<file path="src/rtl/key_pkg.sv">
// Shared types and 100 MHz defaults for the push-button debouncer.
// Exports: key_state_t, DEB_CYCLES_100M, LONG_CYCLES_100M.
package key_pkg;

    typedef enum logic [1:0] {
        IDLE,
        PRESS_DEB,
        HELD,
        REL_DEB
    } key_state_t;

    // 20 ms debounce window and 1 s long-press time at 100 MHz.
    localparam int DEB_CYCLES_100M  = 2_000_000;
    localparam int LONG_CYCLES_100M = 100_000_000;

endpackage

</file>
<file path="src/rtl/sync_2ff.sv">
// Generic 2-flop synchronizer for asynchronous pin inputs.
// Ports: clk, rst_n (async, active low), d (async in), q (synced out).
module sync_2ff #(
    parameter int               WIDTH   = 1,
    parameter logic [WIDTH-1:0] RST_VAL = '0
) (
    input  logic             clk,
    input  logic             rst_n,
    input  logic [WIDTH-1:0] d,
    output logic [WIDTH-1:0] q
);

    logic [WIDTH-1:0] meta_d;
    logic [WIDTH-1:0] meta_q;
    logic [WIDTH-1:0] sync_d;
    logic [WIDTH-1:0] sync_q;

    always_comb begin
        meta_d = d;
        sync_d = meta_q;
    end

    always_ff @(posedge clk or negedge rst_n) begin
        if (!rst_n) begin
            meta_q <= RST_VAL;
            sync_q <= RST_VAL;
        end else begin
            meta_q <= meta_d;
            sync_q <= sync_d;
        end
    end

    assign q = sync_q;

endmodule

</file>
<file path="src/rtl/key_debounce_pulse.sv">
// Push-button debouncer producing a clean level and one-cycle events.
// Ports: clk, rst_n, key_in (raw pin) -> key_level, press_pulse,
//        release_pulse, long_press_pulse (all registered).
module key_debounce_pulse
    import key_pkg::*;
#(
    parameter int DEB_CYCLES     = DEB_CYCLES_100M,
    parameter int LONG_CYCLES    = LONG_CYCLES_100M,
    parameter bit KEY_ACTIVE_LOW = 1'b1
) (
    input  logic clk,
    input  logic rst_n,
    input  logic key_in,
    output logic key_level,
    output logic press_pulse,
    output logic release_pulse,
    output logic long_press_pulse
);

    localparam int DW = $clog2(DEB_CYCLES);
    localparam int LW = $clog2(LONG_CYCLES + 1);

    localparam logic [DW-1:0] DEB_LAST  = DW'(DEB_CYCLES - 1);
    localparam logic [LW-1:0] LONG_LAST = LW'(LONG_CYCLES - 1);
    localparam logic [LW-1:0] LONG_SAT  = LW'(LONG_CYCLES);

    logic key_raw_s;
    logic key_s;

    // Synchronizer idles at the released pin level so reset never
    // looks like a press.
    sync_2ff #(
        .WIDTH   (1),
        .RST_VAL (KEY_ACTIVE_LOW)
    ) u_sync (
        .clk   (clk),
        .rst_n (rst_n),
        .d     (key_in),
        .q     (key_raw_s)
    );

    assign key_s = key_raw_s ^ KEY_ACTIVE_LOW;

    key_state_t    state_d;
    key_state_t    state_q;
    logic [DW-1:0] deb_cnt_d;
    logic [DW-1:0] deb_cnt_q;
    logic [LW-1:0] long_cnt_d;
    logic [LW-1:0] long_cnt_q;

    logic key_level_d;
    logic key_level_q;
    logic press_pulse_d;
    logic press_pulse_q;
    logic release_pulse_d;
    logic release_pulse_q;
    logic long_pulse_d;
    logic long_pulse_q;

    always_comb begin
        state_d         = state_q;
        deb_cnt_d       = deb_cnt_q;
        long_cnt_d      = long_cnt_q;
        press_pulse_d   = 1'b0;
        release_pulse_d = 1'b0;
        long_pulse_d    = 1'b0;

        unique case (state_q)
            IDLE: begin
                if (key_s) begin
                    state_d   = PRESS_DEB;
                    deb_cnt_d = '0;
                end
            end
            PRESS_DEB: begin
                if (!key_s) begin
                    state_d   = IDLE;
                    deb_cnt_d = '0;
                end else if (deb_cnt_q == DEB_LAST) begin
                    state_d       = HELD;
                    press_pulse_d = 1'b1;
                end else begin
                    deb_cnt_d = deb_cnt_q + 1'b1;
                end
            end
            HELD: begin
                if (!key_s) begin
                    state_d   = REL_DEB;
                    deb_cnt_d = '0;
                end
            end
            REL_DEB: begin
                if (key_s) begin
                    state_d = HELD;
                end else if (deb_cnt_q == DEB_LAST) begin
                    state_d         = IDLE;
                    release_pulse_d = 1'b1;
                end else begin
                    deb_cnt_d = deb_cnt_q + 1'b1;
                end
            end
            default: begin
                state_d   = IDLE;
                deb_cnt_d = '0;
            end
        endcase

        // long_cnt measures time since the accepted press. It keeps
        // running through release bounces so a glitch neither restarts
        // nor delays the long-press event. Saturating at LONG_CYCLES
        // makes the event one-shot per press.
        if (state_q == HELD || state_q == REL_DEB) begin
            if (long_cnt_q != LONG_SAT) begin
                long_cnt_d = long_cnt_q + 1'b1;
            end
            if (long_cnt_q == LONG_LAST && state_d != IDLE) begin
                long_pulse_d = 1'b1;
            end
        end

        if (press_pulse_d) begin
            long_cnt_d = '0;
        end

        key_level_d = (state_d == HELD) || (state_d == REL_DEB);
    end

    always_ff @(posedge clk or negedge rst_n) begin
        if (!rst_n) begin
            state_q    <= IDLE;
            deb_cnt_q  <= '0;
            long_cnt_q <= '0;
        end else begin
            state_q    <= state_d;
            deb_cnt_q  <= deb_cnt_d;
            long_cnt_q <= long_cnt_d;
        end
    end

    always_ff @(posedge clk or negedge rst_n) begin
        if (!rst_n) begin
            key_level_q     <= 1'b0;
            press_pulse_q   <= 1'b0;
            release_pulse_q <= 1'b0;
            long_pulse_q    <= 1'b0;
        end else begin
            key_level_q     <= key_level_d;
            press_pulse_q   <= press_pulse_d;
            release_pulse_q <= release_pulse_d;
            long_pulse_q    <= long_pulse_d;
        end
    end

    assign key_level        = key_level_q;
    assign press_pulse      = press_pulse_q;
    assign release_pulse    = release_pulse_q;
    assign long_press_pulse = long_pulse_q;

endmodule

</file>
<file path="config.mk">
export PLATFORM = sky130hd
export DESIGN_NAME = key_debounce_pulse
export DESIGN_NICKNAME = d
export VERILOG_FILES = /design/src/rtl/key_pkg.sv /design/src/rtl/sync_2ff.sv /design/src/rtl/key_debounce_pulse.sv
export SDC_FILE = /design/constraint.sdc
export NUM_CORES = 1
export LEC_CHECK = 0
export BUFFER_PORTS_ARGS = -buffer_cell sky130_fd_sc_hd__buf_2
export CAP_MARGIN = 20
export CELL_PAD_IN_SITES_DETAIL_PLACEMENT = 2
export CELL_PAD_IN_SITES_GLOBAL_PLACEMENT = 2
export CORE_UTILIZATION = 34
export DETAILED_ROUTE_END_ITERATION = 8
export PLACE_DENSITY = 0.67
export SLEW_MARGIN = 20
export SYNTH_ARGS = -nofsm -noshare
export SYNTH_HDL_FRONTEND = slang
export SYNTH_SLANG_ARGS = --single-unit
</file>
<file path="constraint.sdc">
create_clock -name clk -period 2.86 [get_ports clk]
set_input_delay 0.572 -clock clk [delete_from_list [all_inputs] [get_ports clk]]
set_output_delay 0.572 -clock clk [all_outputs]
set_load 0.05 [all_outputs]
</file>
# Word level (Yosys, flattened, before mapping)
# Index checks and enable logic that the tools add are counted.
# word_totals
wordCells	54
latchBits	0
output_inout_bits	4
in_bits	3
mem_count	0
ram_bits	0
regBits	56
rom_bits	0
# classes
n_shift	0
eq_ne	11
bitwise_logic	0
div_mod_pow	0
n_addsub	2
reduce_logical	9
n_lt_le_gt_ge	0
n_mux	23
mul	0
# ops
cell	n
two-way mux 21 bit	5
one-hot mux 21 bit (4 select lines)	1
two-way mux 27 bit	3
adder 27 x 1 -> 27 bit, second input constant	1
== test 27 bit, second input constant	1
inequality test 27 bit, second input constant	1
adder 21 x 1 -> 21 bit, second input constant	1
== test 21 bit, second input constant	1
two-way mux 2 bit	6
== test 2 bit, second input constant	4
one-hot mux 2 bit (4 select lines)	1
two-way mux 1 bit	7
nonzero test 2 bit	3
inequality test 2 x 1 -> 1 bit, second input constant	2
AND reduction 3 bit	1
== test 2 x 1 -> 1 bit, second input constant	1
zero test 2 bit	1
logical OR 1 bit	2
inequality test 2 bit, second input constant	1
AND reduction 2 bit	1
logical AND 1 bit	1

# Logic depth before layout (Yosys ltp)
# Gate-level depths: netlist of run 1.
# depth
word_depth	8
mapped_depth	7
depth_no_buf	6

# Hierarchy
# Synthesis of run 1 repeated with hierarchy kept, for this count alone.
# unflattened
hier_cells	313
hier_area_um2	2897.8
# by_module_without_submodules
mod	cells_per_inst	seq_area_each_um2	n_inst	area_per_inst_um2
key_debounce_pulse	311	1326.3	1	2845.2
sync_2ff	2	52.6	1	52.6

# Worst setup path before layout of run 1
# Ideal clock, no wire load.
# synth_timing
kind	register to register
from	register key_level (netlist name)
to	register long_cnt_q[22]
required_time_ns	2.740
t_arrival_ns	2.045
setup_time_ns	0.120
path_buffers	2
synth_period_minus_slack_ns	2.165
stages_incl_launch_ff	8
slack_ns	0.695
cell_sequence	dfrtp_1 buf_2 nand3_1 or2_0 buf_2 or4_1 xor2_1 nor2_2
# synth_lines
item	line_no	source
to (signal assigned)	key_debounce_pulse.sv:136	long_cnt_q <= long_cnt_d;
to (decl)	key_debounce_pulse.sv:49	logic [LW-1:0] long_cnt_q;

# Worst setup path after layout of run 1
# layout_timing
from	register deb_cnt_q[0]
to	register deb_cnt_q[18]
# layout_between
elab_chain_cells	4
word_cells_on_any_way	6
classes_between	add/sub (1); eq/ne (1); mux (4)
# layout_lines
item	line_no	source
from (decl)	key_debounce_pulse.sv:47	logic [DW-1:0] deb_cnt_q;
from (signal assigned)	key_debounce_pulse.sv:135	deb_cnt_q <= deb_cnt_d;
adder 21 x 1 -> 21 bit or == test 21 bit (tied branches)	-	
two-way mux 21 bit *	key_debounce_pulse.sv:79, key_debounce_pulse.sv:95	
two-way mux 21 bit, on equally long branches	key_debounce_pulse.sv:93, key_debounce_pulse.sv:76	
one-hot mux 21 bit (4 select lines) *	key_debounce_pulse.sv:68	unique case (state_q)
# Mark *: on every way between the ends. The rest lies on a longest branch, timed or not. The select of a mux whose other input is x is not followed.
# A chain may end at the register's enable or synchronous reset.

==> results of run 1 <==
==> layout by cell type, fill, tap and decap left out, types with 4 or more instances in the layout <==
cell type,synthesis,final
dfrtp_1,53,53
nor4b_1,4,4
nand2_1,26,26
nor4_1,5,5
or4_1,4,4
a21oi_1,10,10
buf_2,5,6
nand4_1,15,15
xor2_1,12,12
buf_4,0,4
nor2_1,45,45
o211ai_1,4,4
clkbuf_8,0,5
xnor2_1,13,13
a31oi_1,4,4
nor3_1,7,7
and2_1,7,7
and4_1,6,6
o21ai_0,17,17
nand3_1,17,17
inv_1,10,10
==> critical path, stage by stage (launching register included) <==
cell,delay [ps]
dfrtp_1,390
ha_1,250
nand4_1,270
nor4_2,650
a21oi_1,140
o21ai_0,180
o41ai_1,100
==> state kept, by name, summed over array words and instances, names as in the netlist <==
name              count
long_press_pulse      1
u_sync.meta_q         1
long_cnt_q           27
press_pulse           1
deb_cnt_q            21
key_level             1
u_sync.q              1
state_q               1
release_pulse         1
==> per-stage QoR <==
stage | hold slack [ps] | area (um^2) | util
6_report | 335 | 3220 | 0.386
5_1_grt | 314 | 3220 | 0.386
2_1_floorplan | 276 | 2960 | -
4_1_cts | 320 | 3220 | 0.386
3_3_place_gp | 347 | 3100 | 0.372
3_5_place_dp | 348 | 3100 | 0.372
==> per-layer routing <==
layer | wire length (um) | GRT usage | up-vias | part of all wire
met4 | 55 | 0.0379 | 0 | 0.0072
met5 | 0 | 0 | - | 0
met1 | 3940 | 0.269 | 1244 | 0.52
met3 | 141 | 0.0263 | 7 | 0.018
li1 | - | - | 1165 | -
met2 | 3510 | 0.300 | 17 | 0.46
==> final timing paths <==
kind                                        to  depth (start not counted)  slack [ps]
worst max-delay path             deb_cnt_q[18]                          6         770
worst min-delay path             u_sync.meta_q                          1         340
worst max register to register   deb_cnt_q[18]                          6         770
worst min register to register        u_sync.q                          0         360
max in group asynchronous       long_cnt_q[21]                          2        1970
min in group asynchronous        deb_cnt_q[15]                          2         370
==> power by group through the flow <==
stage / clock network (mW) / logic (mW) / registers (mW)
6_report: 0.555 / 0.0510 / 0.787
2_1_floorplan: 0 / 0.0234 / 0.802
3_3_place_gp: 0 / 0.0522 / 0.802
4_1_cts: 0.580 / 0.0535 / 0.788
3_5_place_dp: 0 / 0.0532 / 0.803
5_1_grt: 0.607 / 0.0589 / 0.788
==> area by class of cell <==
| type | instances | area (um^2) | area share |
|---|---|---|---|
| multi-input combinational | 241 | 1500 | 0.464 |
| sequential | 55 | 1380 | 0.428 |
| timing repair buffer | 10 | 60.1 | 0.0187 |
| clock inverter | 3 | 47.5 | 0.0148 |
| tap | 105 | 131 | 0.0408 |
| inverter | 10 | 37.5 | 0.0117 |
| clock buffer | 5 | 68.8 | 0.0214 |
==> cell families (layout without fill, tap and decap cells) <==
kind of cell             Yosys count  count (layout)  synth area share
flip-flops                        55              55             0.465
XOR/XNOR                          25              25            0.0739
adder cells (fa/ha/maj)            3               3            0.0127
buffers and inverters             22              28            0.0300
multiplexers                       5               5            0.0198
AO/OA/AOI/OAI                     53              53             0.114
AND/OR/NAND/NOR                  155             155             0.284
==> metrics.txt, run 1 <==
htree depth=2; post_cts resized=0; first-pass GRT wire length=13.1 mm; Critical Path AT=~2300 ps; RSZ-0062 raised after global routing=no; number of synthesized flops with an enable pin=0; initial antenna violation count=0; Yosys reg bits=between 50 and 60; Internal=approximately 1.1 mW; Fin. Hold Viols=0; CTS Buffer Depth=2; Critical Path Start Type=flip-flop; share of cells above drive strength 1=0.0988; Avg WL per Cell=17.8 um; NetSw=331 uW; CTS tree=yes; Clock Power Share=0.399; ranking of synthesized cells by area=dfrtp_1, nor2_1, xnor2_1; die width=95.4 um; setup fix buffers added after clock tree synthesis=0; worst min path class=primary input to flip-flop; Power Density=433 nW/um^2; via count=2433; Die ar.=9090 um^2; part of the power in registers=0.565; DP Wirelength=5.44 mm; FF-to-FF Start=deb_cnt_q[0]; Place WS=between 700 and 800 ps; Cell Rows=33; slack of the critical path=774 ps; CP Max Fanout=7; Final min period=about 2100 ps; Clock Latency Late Sink=~320 ps; top-count cell post-synth=dfrtp_1; Syn. warnings=0; CTS Buf Count=5; Post-synth top flop=dfrtp_1; Nets=between 300 and 400; diode count=0; drt first pass iters=4; worst vdd ir=187 uV; initial core utilization=0.355; Syn Inst Count=318; status=finished clean; critical setup path kind=flip-flop to flip-flop; period utilisation layout=0.729; IO Port Bufs=6; Synth area leader=dfrtp_1; register area share after synthesis=0.465; skew final=9.51 ps; Worst-Margin Slew=~750 ps; max-slew violation count=0; chip height=95.4 um; syn nets=324; Netlist cell types=53; largest net degree at the start of global routing=56; Via density=5.67; Filler cells=962; data required time of the critical path=3060 ps; grt total ovfl=0; switch share=0.238; total track usage=0.188; # setup viols final=0; Sink Count=55; Synth top area share=0.448; Cells after DPL=421; hold_buf cts=0; DRT iter0 DRCs=58; Total Power=1.39 mW; # Max-Cap Violations=0; synthesized area=2960 um^2; Worst setup EP type=flip-flop; Non-Filler Instances=429; core area=8340 um^2; crit path from=deb_cnt_q[0]; Clock transition at path regs=110 ps; number of global-route vias before repair=2532; Mean Syn Cell Area=~9.3 um^2; hold path startpoint=key_in; final WL=7.65 mm; Rel. slew slack=0.501; ANT nets after route=0; Routability Congestion=0.768; f_max=roughly 480 MHz; Comb pwr share=0.037; Layout area overhead=8.66%; setup TNS=0 ps; DRC viols=0; ys async rst share=1.00; Root Buffer=clkbuf_8; IO Pins=7; synth cell count leaders=dfrtp_1, nor2_1, nand2_1; Leakage=roughly 1.3 nW
Note: power is estimated with default switching activity, not from simulation.
==> run 2, diff against run 1 <==
- clock period: 2.86 -> 2.1 ns (I/O delays scaled with it)
==> run 2 against run 1 <==
Effect of this change: routed wire length is 8.0% higher; sequential share of layout area is 1.9 points lower; sequential cell count stayed put; combinational power is 48% higher; sequential power is 36% higher; maximum frequency is 4.4% higher; worst setup slack worse by 670 ps; largest power group unchanged.
==> metrics.txt, run 2 (same netlist as run 1, synthesis figures left out) <==
CTS Buffer Depth=2; Layout area overhead=13.7%; Power Density=about 520 nW/um^2; IO Port Bufs=6; Final min period=2000 ps; Via density=5.53; first-pass GRT wire length=14.0 mm; CTS Buf Count=5; # Max-Cap Violations=0; Largest Register=long_cnt_q; Root Buffer=clkbuf_8; diode count=0; largest net degree at the start of global routing=38; critical setup path kind=flip-flop to flip-flop; RSZ-0062 raised after global routing=no; Routability Congestion=approximately 0.76; skew final=6.51 ps; htree depth=2; f_max=501 MHz; Clock Latency Late Sink=310 ps; max-slew violation count=0; data required time of the critical path=2300 ps; Largest regs=long_cnt_q: 27 flops, deb_cnt_q: 21 flops; setup fix buffers added after clock tree synthesis=0; most frequent cells in the layout=dfrtp_1, nor2_1, nand2_1, buf_4; worst vdd ir=277 uV; Sink Count=55; ANT nets after route=0; slack of the critical path=103 ps; number of global-route vias before repair=2608; Leakage=1.42 nW; DRC viols=0; worst min path class=primary input to asynchronous set/reset pin; DP Wirelength=6.09 mm; Die ar.=just over 9000 um^2; via count=between 2k and 2.5k; Cell Rows=33; IO Pins=7; max reg flops=27; initial antenna violation count=0; share of cells above drive strength 1=0.163; drt first pass iters=4; Avg WL per Cell=18.4 um; flop-to-flop setup slack=100 ps; CP Max Fanout=4; chip height=between 90 and 100 um; CTS tree=yes; Total Power=~1.7 mW; Nets=349; # setup viols final=0; commonest non-fill, non-tap cell in the layout=dfrtp_1; initial core utilization=0.355; Fin. Hold Viols=0; hold_buf cts=0; grt total ovfl=0; status=finished clean; total track usage=0.204; worst hold margin=61.2 ps; die width=95.4 um; Worst-Margin Slew=490 ps; DRT iter0 DRCs=69; Rel. slew slack=0.673; core area=8340 um^2; Critical Path AT=around 2200 ps; setup TNS=0 ps; Critical Path Start Type=flip-flop; period utilisation layout=0.951; Clock transition at path regs=100 ps; final WL=8.26 mm; Place WS=78.5 ps; Worst setup EP type=flip-flop; post_cts resized=0
run 2: changes by cell type in the layout (fill, tap and decap cells not counted), sizes merged:
cell / change
clkinv: +1
bufinv: -1
buf: +20
run 2: critical path, stage by stage (launching register included):
cell and delay (ps):
dfrtp_1 430, or4b_1 570, nor4b_4 260, a41o_2 270, nor2_1 60, mux2_4 290
run 2: per-stage QoR:
step / area [um^2] / util / instances
2_1_floorplan: 2960 / - / 318
3_3_place_gp: 3270 / 0.392 / 441
3_5_place_dp: 3270 / 0.392 / 441
4_1_cts: 3350 / 0.402 / 449
5_1_grt: 3370 / 0.404 / 449
6_report: 3370 / 0.404 / 449
run 2: cell type report:
class,instances,area [um^2]
clock buffer,5,68.8
timing repair buffer,30,223
clock inverter,3,18.8
multi-input combinational,241,1510
fill,954,4970
sequential,55,1380
inverter,10,37.5
tap,105,131
run 2: where the power goes:
part | switching, mW | internal, mW | total (mW)
clock network | 0.363 | 0.236 | 0.599
logic | 0.0527 | 0.0225 | 0.0753
registers | 0.00662 | 1.07 | 1.07
run 2: final timing paths:
path | from | to | depth (start not counted)
min in group clk | key_in | u_sync.meta_q | 1
worst min-delay path | rst_n | deb_cnt_q[16] | 1
worst max register to register | long_cnt_q[11] | long_cnt_q[2] | 5
worst max-delay path | long_cnt_q[11] | long_cnt_q[2] | 5
worst min register to register | u_sync.meta_q | u_sync.q | 0
max in group asynchronous | rst_n | long_cnt_q[15] | 2
run 2: per-layer routing:
| layer | global-route usage | vias up | part of all wire |
|---|---|---|---|
| li1 | - | 1201 | - |
| met1 | 0.302 | 1270 | 0.52 |
| met2 | 0.319 | 11 | 0.47 |
| met3 | 0.0263 | 2 | 0.013 |
| met4 | 0.0379 | 0 | 0.0048 |
| met5 | 0 | - | 0 |
==> run 3, diff against run 2 <==
- SKIP_LAST_GASP: not set -> 1
- SLEW_MARGIN: 20 -> 25
- clock period: 2.1 -> 2 ns (I/O delays scaled with it)
==> run 3 against run 2 <==
Effect of this change: the run now ends with setup timing left; utilization is 1.1 points higher; clock power up 3%; register-to-register slack got worse by 110 ps; combinational power rose by 6.6%; largest cell class unchanged.
==> metrics.txt, run 3 (same netlist as run 1, synthesis figures left out) <==
status=finished, violations left; failing checks=setup timing; Avg WL per Cell=18.6 um; total track usage=0.208; Power Density=527 nW/um^2; CP top delay family=simple AND/OR/NAND/NOR gates; initial antenna violation count=0; DRC viols=0; Filler cells=933; number of global-route vias before repair=2746; diode count=0; core area=8340 um^2; Fin. Hold Viols=0; IO Port Bufs=6; utilization after layout=0.415; drt first pass iters=4; critical path cell sequence=or4b_4, nor4b_4, a41o_2, nor2_2, mux2_4; Rel. slew slack=0.688; Largest Register=long_cnt_q; Clock transition at path regs=100 ps; Crit path depth=5; CP max stage delay=550 ps; worst vdd ir=266 uV; f_max=499 MHz; Via density=5.56; CP max stage cell=or4b_4; initial core utilization=0.355; via count=2548; worst min path class=primary input to asynchronous set/reset pin; Die ar.=9090 um^2; # Max-Cap Violations=0; CTS Buffer Depth=2; Critical path buffers and inverters=0; CP Max Fanout=3; DRT iter0 DRCs=74; share of cells above drive strength 1=0.193; CTS tree=yes; Worst setup EP type=flip-flop; max-slew violation count=0; Critical Path Start Type=flip-flop; max reg flops=27; Sink Count=55; hold_buf cts=0; flop-to-flop setup slack=-3 ps; largest net degree at the start of global routing=39; DP Wirelength=6.16 mm; Root Buffer=clkbuf_8; RSZ-0062 raised after global routing=yes; Critical Path AT=2200 ps; skew final=between 5 and 6 ps; data required time of the critical path=2200 ps; Cell Rows=33; Layout area overhead=16.8%; Routability Congestion=0.753; Clock Latency Late Sink=a little over 300 ps; Cells after DPL=roughly 450; grt total ovfl=0; Leakage=1.48 nW; # setup viols final=1; ANT nets after route=0; worst reg-to-reg path cell count=5; Final min period=2000 ps; slack of the critical path=-3.43 ps; IO Pins=7; commonest non-fill, non-tap cell in the layout=dfrtp_1; htree depth=2; most frequent cells in the layout=dfrtp_1, nor2_1, buf_4, nand2_1, nand3_1; die width=approximately 95 um; chip height=95.4 um; final WL=8.51 mm; CTS Buf Count=5; Nets=358; Worst-Margin Slew=467 ps; Non-Filler Instances=458; Largest regs=long_cnt_q: 27 flops, deb_cnt_q: 21 flops; first-pass GRT wire length=14.5 mm; period utilisation layout=1.00; critical setup path kind=flip-flop to flip-flop
## run 3: cell count changes in the layout (fill, tap and decap cells not counted), moves of 2 or more
cell	previous run	this run
nor2_1	45	43
nor2_2	1	3
clkbuf_1	0	2
buf_4	23	31
## run 3: final timing paths
path | endpoint | startpoint
setup / recovery | long_cnt_q[2] | long_cnt_q[9]
hold / removal | deb_cnt_q[12] | rst_n
setup reg to reg | long_cnt_q[2] | long_cnt_q[9]
hold reg to reg | u_sync.q | u_sync.meta_q
max in group asynchronous | long_cnt_q[7] | rst_n
min in group clk | u_sync.meta_q | key_in
## run 3: layer usage
layer	up-vias	share of wire	GRT usage
met5	-	0	0
met4	0	0.0074	0.0492
met3	5	0.020	0.0263
met2	24	0.45	0.320
met1	1298	0.52	0.308
li1	1221	-	-
## run 3: repair_timing
action                     CTS  global route
resized for setup            1            11
buffers inserted             1             3
pin swaps                    2             3
setup endpoints to repair    2            31
## run 3: metrics by stage
stage	hold slack, ps	TNS, ps	setup WS, ps	power, mW	instance area (um^2)
final	26.8	-3.43	-3.43	1.82	3460
after global routing	60.2	-25.7	-25.7	1.91	3460
after CTS	37.4	0	3.74	1.87	3400
after detailed placement	356	-25.1	-25.1	1.23	3300
after global placement	348	0	43.0	1.23	3300
after floorplan	104	0	19.1	1.18	2970
## run 3: power by group
part / internal (mW) / switching [mW] / leakage [nW] / total [mW]
clock network: 0.248 / 0.369 / 0.0422 / 0.617
registers: 1.12 / 0.00656 / 0.756 / 1.13
logic: 0.0252 / 0.0551 / 0.685 / 0.0803
total: 1.39 / 0.431 / 1.48 / 1.82
## run 3: final cells by class
| cell class | instances | area (um^2) | area share |
|---|---|---|---|
| flip-flops and latches | 55 | 1380 | 0.399 |
| clock buffers | 7 | 76.3 | 0.0220 |
| multi-input cells | 241 | 1540 | 0.444 |
| well taps | 105 | 131 | 0.0379 |
| repair buffers | 39 | 294 | 0.0849 |
| clock inverters | 1 | 5.00 | 0.00145 |
| inverters | 10 | 37.5 | 0.0108 |
## run 3: worst register-to-register path: stages (launching register included)
cell	delay, ps
dfrtp_1	400
or4b_4	550
nor4b_4	320
a41o_2	290
nor2_2	50
mux2_4	290
